$ cat config.mk
export PLATFORM = sky130hd
export DESIGN_NAME = imem_dmem_arbiter
export DESIGN_NICKNAME = d
export VERILOG_FILES = /design/src/rtl/imem_dmem_arbiter.sv
export SDC_FILE = /design/constraint.sdc
export NUM_CORES = 1
export LEC_CHECK = 0
export BUFFER_PORTS_ARGS = -buffer_cell sky130_fd_sc_hd__buf_2
export CAP_MARGIN = 20
export CORE_UTILIZATION = 25
export CTS_CLUSTER_DIAMETER = 80
export CTS_CLUSTER_SIZE = 8
export DETAILED_ROUTE_END_ITERATION = 12
export PLACE_DENSITY = 0.53
export SYNTH_ARGS = -nofsm -noshare
export SYNTH_HDL_FRONTEND = slang
export SYNTH_SLANG_ARGS = --single-unit
$ cat constraint.sdc
create_clock -name clk -period 3.8 [get_ports clk]
set_clock_uncertainty 0.15 [all_clocks]
set_input_delay 0.38 -clock clk [delete_from_list [all_inputs] [get_ports clk]]
set_output_delay 0.38 -clock clk [all_outputs]
set_load 0.02 [all_outputs]
$ cat src/rtl/imem_dmem_arbiter.sv
// Shares one single-port memory between instruction fetch and the MEM stage.
// Data has priority and a starvation counter forces fetch progress. Defining
// MEM_TIMEOUT_EN adds an ack watchdog that aborts stuck accesses.
module imem_dmem_arbiter #(
  parameter int unsigned ADDR_W       = 32,
  parameter int unsigned DATA_W       = 32,
  parameter int unsigned STARVE_LIMIT = 4,
  parameter int unsigned TIMEOUT_CYC  = 255
) (
  input  logic              clk,
  input  logic              reset,
  input  logic              if_req,
  input  logic [ADDR_W-1:0] if_addr,
  output logic [DATA_W-1:0] if_rdata,
  output logic              if_valid,
  input  logic              d_req,
  input  logic              d_we,
  input  logic [2:0]        d_op,
  input  logic [ADDR_W-1:0] d_addr,
  input  logic [DATA_W-1:0] d_wdata,
  output logic [DATA_W-1:0] d_rdata,
  output logic              d_valid,
  output logic              mem_req,
  output logic              mem_we,
  output logic [2:0]        mem_op,
  output logic [ADDR_W-1:0] mem_addr,
  output logic [DATA_W-1:0] mem_wdata,
  input  logic [DATA_W-1:0] mem_rdata,
  input  logic              mem_ack,
  output logic              stall_if,
  output logic              stall_mem,
  output logic              mem_err
);

  localparam logic [2:0]  OP_WORD = 3'b010;
  localparam int unsigned SW      = $clog2(STARVE_LIMIT + 1);

  typedef enum logic [1:0] {IDLE, IF_ACC, D_ACC} state_t;

  state_t            state, state_nx;
  logic [SW-1:0]     starve_cnt, starve_nx;
  logic [ADDR_W-1:0] addr_q;
  logic              we_q;
  logic [2:0]        op_q;
  logic [DATA_W-1:0] wdata_q;

  logic busy, timeout, done, arb;
  logic if_elig, d_elig, grant_if, grant_d;

  assign busy = (state != IDLE);

`ifdef MEM_TIMEOUT_EN
  localparam int unsigned TW = $clog2(TIMEOUT_CYC + 1);
  logic [TW-1:0] to_cnt;

  assign timeout = busy && !mem_ack && (to_cnt == TW'(TIMEOUT_CYC));

  // Every arbitration point (idle, ack, abort) is where a grant may occur,
  // so clearing there also covers "clear on grant".
  always_ff @(posedge clk or negedge reset) begin
    if (!reset)                 to_cnt <= '0;
    else if (arb)               to_cnt <= '0;
    else if (busy && !mem_ack)  to_cnt <= to_cnt + TW'(1);
  end
`else
  assign timeout = 1'b0;
`endif

  assign done = busy && (mem_ack || timeout);
  assign arb  = !busy || done;

  // The completing requester only re-requests a cycle later, so it is
  // excluded from the decision taken in its own completion cycle.
  assign if_elig  = if_req && !(state == IF_ACC && done);
  assign d_elig   = d_req  && !(state == D_ACC  && done);
  assign grant_if = arb && if_elig && (!d_elig || starve_cnt == SW'(STARVE_LIMIT));
  assign grant_d  = arb && d_elig && !grant_if;

  always_comb begin
    state_nx  = state;
    starve_nx = starve_cnt;
    if_valid  = 1'b0;
    d_valid   = 1'b0;
    if_rdata  = '0;
    d_rdata   = '0;
    mem_err   = timeout;

    if (grant_if)      state_nx = IF_ACC;
    else if (grant_d)  state_nx = D_ACC;
    else if (arb)      state_nx = IDLE;

    if (grant_if || !if_req)
      starve_nx = '0;
    else if (grant_d && starve_cnt != SW'(STARVE_LIMIT))
      starve_nx = starve_cnt + SW'(1);

    if (state == IF_ACC && done) begin
      if_valid = 1'b1;
      if (mem_ack) if_rdata = mem_rdata;
    end
    if (state == D_ACC && done) begin
      d_valid = 1'b1;
      if (mem_ack && !we_q) d_rdata = mem_rdata;
    end
  end

  always_ff @(posedge clk or negedge reset) begin
    if (!reset) begin
      state      <= IDLE;
      starve_cnt <= '0;
      addr_q     <= '0;
      we_q       <= 1'b0;
      op_q       <= '0;
      wdata_q    <= '0;
    end else begin
      state      <= state_nx;
      starve_cnt <= starve_nx;
      if (grant_if) begin
        addr_q  <= if_addr;
        we_q    <= 1'b0;
        op_q    <= OP_WORD;
        wdata_q <= '0;
      end else if (grant_d) begin
        addr_q  <= d_addr;
        we_q    <= d_we;
        op_q    <= d_op;
        wdata_q <= d_wdata;
      end
    end
  end

  assign mem_req   = busy;
  assign mem_we    = we_q;
  assign mem_op    = op_q;
  assign mem_addr  = addr_q;
  assign mem_wdata = wdata_q;
  assign stall_if  = if_req & ~if_valid;
  assign stall_mem = d_req & ~d_valid;

endmodule

Word level (Yosys, flattened, before mapping):

Cells that the tools add are included.

* add/subtract/negate cells: 1
* equality and inequality tests: 4
* muxes and demuxes: 19
* bitwise gates (word level): 4
* reductions and logical operators: 25

Operators with widths (count)
* two-way mux 32 bit: 8
* two-way mux 3 bit: 4
* logical AND 1 bit: 11
* zero test 1 bit: 7
* two-way mux 2 bit: 3
* nonzero test 2 bit: 3
* two-way mux 1 bit: 4
* adder 3 x 1 -> 3 bit, second input constant: 1
* == test 3 bit, second input constant: 1
* logical OR 1 bit: 3
* != test 3 bit, second input constant: 1
* nonzero test 3 bit: 1
* AND 1 bit: 2
* == test 2 x 1 -> 1 bit, second input constant: 1
* == test 2 bit, second input constant: 1
* inverter 1 bit: 2

* register bits: 73
* input port bits: 137
* output and inout bits: 138
* logic and storage cells: 59

Depth between registers and ports, before layout:

* depth after elaboration: 13
* mapped depth: 7
* gate-level depth less buffers: 6

Worst setup path before layout:

No wires, ideal clock.

* kind: register to register
* start point: register starve_cnt[0]
* end point: register addr_q[4] (netlist: mem_addr[4])
* library setup time: 0.125 ns
* arrival: 1.855 ns
* data required time: 3.525 ns
* slack: 1.670 ns
* cell stages (with the launch flop): 8
* path buffers: 1
* clock period less this slack: 2.130 ns
* path through: dfrtp_1 inv_1 ha_1 and2_1 o21ai_0 a2bb2oi_2 buf_2 mux2_2

* longest elaborated chain between the ends: 6
* elaborated cells on any way between the ends: 7

RTL lines
* start, declared: RTL line 41 `logic [SW-1:0] starve_cnt, starve_nx;`
* start signal, assigned: RTL line 117 `starve_cnt <= starve_nx;`
* == test 3 bit *: RTL line 76 `assign grant_if = arb && if_elig && (!d_elig || starve_cnt == SW'(STARVE_LIMIT));`
* logical OR 1 bit *: RTL line 76
* logical AND 1 bit *: RTL line 76
* zero test 1 bit: RTL line 77 `assign grant_d = arb && d_elig && !grant_if;`
* logical AND 1 bit: RTL line 77
* nonzero test 2 bit (no line)
* end signal, assigned: RTL line 119 `addr_q <= if_addr;`
* end signal, assigned: RTL line 124 `addr_q <= d_addr;`
* end, declared: RTL line 42 `logic [ADDR_W-1:0] addr_q;`

Mark *: on every way between the ends. The rest lies on a longest branch, timed or not.
A chain may end at the register's enable or synchronous reset.

Worst setup path after layout:

Ends and elaborated chain as after synthesis.

==> key figures <==
Status
  – Status: completed

Clock network
  – Number of buffers created by CTS: 9
  – H-Tree Depth: 3
  – Setup Buffers After CTS: 0
  – CTS-repair resized insts: 0
  – CTS hold repair buffers: 0
  – Worst skew pair latency: 0.34 ns
  – Root Buffer: clkbuf_16
  – Clock sinks: 73
  – Clock buffer depth: 2
  – CTS tree: done
  – Clock-pin slew on the worst setup and hold paths: 0.06 ns

Layout
  – Most frequent cells in the layout: buf_2 (272), dfrtp_1 (73), and2_1 (66)
  – # diodes: 0
  – Synth-to-layout area growth: 47.4%
  – Final net count: 712
  – Share of layout cells above drive strength 1: 63.0%
  – Most common cell after layout, fill and taps aside: buf_2

Critical path
  – Critical-path top delay cell: buf_4
  – Critical path depth: 7
  – R2R cell count: 7
  – CP Class: reg -> reg
  – CP Capture Type: flop
  – R2r startpoint: starve_cnt[0]$_DFFE_PN0P_
  – CP cell instances: inv_1 > ha_1 > and2_1 > o21ai_0 > a2bb2oi_4 > buf_4 > mux2_2
  – Max FO, Critical Path: 33
  – Worst path max stage delay: 0.50 ns
  – CP required: 3.87 ns
  – Worst path arrival time: 2.55 ns
  – Worst Path Buf+Inv: 2
  – Worst Setup SP: starve_cnt[0]$_DFFE_PN0P_
  – CP top delay family: buffers and inverters
  – Setup crit start kind: flop

Detailed routing
  – DR iter-0 viols: 121
  – Vias per cell: 4.42
  – Drt wl/cell: 15.3 um
  – ANT nets after route: 0
  – Detailed Routing Iterations Pass 1: 4
  – WL final: 11700 um
  – DRC: 0
  – Vias: 3388

STA
  – RSZ-0062 raised after global routing: false
  – Final slew viol count: 0
  – Setup ws final: 1.32 ns
  – Finish-stage setup viols: 0
  – Max Freq: 403 MHz
  – Final TNS setup: 0 ns
  – Final period utilization: 65.3%
  – Slew @ Worst Pin: 0.946 ns
  – Minimum clock period: 2.48 ns
  – Slew headroom: 37.0%
  – Final hold violation count: 0

Floorplanning
  – # rows: 45
  – Core area: 0.0151 mm2
  – Starting density of the core: 25.5%
  – I/O pins: 275
  – Die span in y: 126 um
  – Die ar.: 0.0159 mm2
  – Die width: 126 um

Synth
  – Post-synthesis compound-gate area fraction: 11.0%
  – Yosys reg bits: 73
  – Post-Synth Adder-Cell Area: 0.648%
  – Main flop type after synthesis: dfrtp_1
  – Mapped Cells: 304
  – EDFF count, synth: 0
  – Post-synthesis net count: 443
  – Ys Warns: 0
  – Unique masters post-synth: 27
  – Mapped Area: 0.00386 mm2
  – Seq/Total Area, Yosys: 47.3%
  – Largest family of logic cells by synthesized area: multiplexers
  – XOR/XNOR Fraction of Synth Area: 0%
  – Post-synth ARST share: 100%
  – Simple-Gate Fraction of Synth Area: 12.8%
  – Syn_area_per_cell: 12.7 um2
  – Mux contribution to synthesized area: 23.9%

Global route
  – Global Route Usage Sum: 14.5%
  – Global-route wire length before repair: 17800 um
  – Vias in the first global route: 3407
  – Initial antenna violation count: 0
  – Largest net degree at the start of global routing: 74
  – Global route total overflow: 0

Place
  – Final Wtd Congestion: 0.742
  – HPWL Detailed: 8750 um
  – Pre-CTS setup slack: 1.33 ns
  – Port Buf Inserts: 273

Pwr
  – Leakage: 3.25 nW
  – Pwr Density: 776 mW/mm2
  – VDD IR-drop max: 0.000207 V

Hold path
  – Hold Crit Class: in -> async

Run
  – Max-cap violations: 0
## layer usage
metal / part of all wire, % / wire length (um) / track usage [%]
met3: 6.3 / 739 / 3.57
met1: 40 / 4690 / 16.0
met5: 0 / 0 / 0
met2: 52 / 6070 / 26.0
met4: 1.7 / 201 / 6.66
## through the flow
step                std cells  cell area, um2  hold slack, ns  util [%]  power, mW
floorplan                 304            3860         -0.0656         -       2.90
global placement          750            5390           0.326      35.6       3.55
detailed placement        750            5390           0.336      35.6       3.59
CTS                       766            5690          0.0752      37.6       4.47
global route              766            5690          0.0901      37.6       4.66
finish                    766            5690          0.0476      37.6       4.42
## flip-flops by register name, summed over array words and instances (netlist names)
| register | flops |
|---|---|
| mem_op | 3 |
| mem_addr | 32 |
| mem_we | 1 |
| starve_cnt | 3 |
| mem_wdata | 32 |
| state | 2 |
## final timing paths
kind	end	slack (ns)
setup / recovery	mem_addr[4]$_DFFE_PN0P_	1.32
hold / removal	mem_addr[11]$_DFFE_PN0P_	0.05
setup reg to reg	mem_addr[4]$_DFFE_PN0P_	1.32
hold reg to reg	mem_op[1]$_DFFE_PN0P_	0.35
max in group asynchronous	mem_addr[0]$_DFFE_PN0P_	2.85
min in group clk	mem_op[1]$_DFFE_PN0P_	0.10
## cell type report
| cell class | instances | area [um2] |
|---|---|---|
| Inverter | 6 | 22.5 |
| Timing Repair Buffer | 280 | 1420 |
| Multi-Input combinational cell | 203 | 1890 |
| Sequential cell | 73 | 1830 |
| Clock inverter | 7 | 71.3 |
| Tap cell | 188 | 235 |
| Clock buffer | 9 | 225 |
| Fill cell | 1522 | 9460 |
## worst reg2reg max path, cell delays in order, from the launching register on
cell,delay (ns)
dfrtp_1,0.36
inv_1,0.06
ha_1,0.22
and2_1,0.17
o21ai_0,0.29
a2bb2oi_4,0.16
buf_4,0.50
mux2_2,0.44
## power breakdown
part / internal (mW) / switching (mW)
Sequential: 1.14 / 0.196
Combinational: 1.05 / 1.19
Clock: 0.507 / 0.340
## cells in the mapped netlist (5+ instances only)
| cell type | count | area [um2] |
|---|---|---|
| dfrtp_1 | 73 | 1830 |
| and2_1 | 66 | 413 |
| mux2_4 | 54 | 811 |
| a22o_1 | 35 | 307 |
| mux2_2 | 10 | 113 |
| clkbuf_1 | 9 | 33.8 |
| buf_2 | 7 | 35.0 |
| nand2_1 | 7 | 26.3 |
| inv_1 | 6 | 22.5 |
| a21oi_1 | 5 | 25.0 |
| nand3_1 | 5 | 25.0 |
| nor2_1 | 5 | 18.8 |
## cells by family (layout without fill, tap and decap cells)
family	Yosys count	count (layout)
flip-flops	73	73
adder cells (fa/ha/maj)	2	2
other	1	1
AND/OR/NAND/NOR	85	85
buffers and inverters	28	302
AO/OA/AOI/OAI	51	51
multiplexers	64	64
No activity file was read; power rests on OpenSTA's default activity.
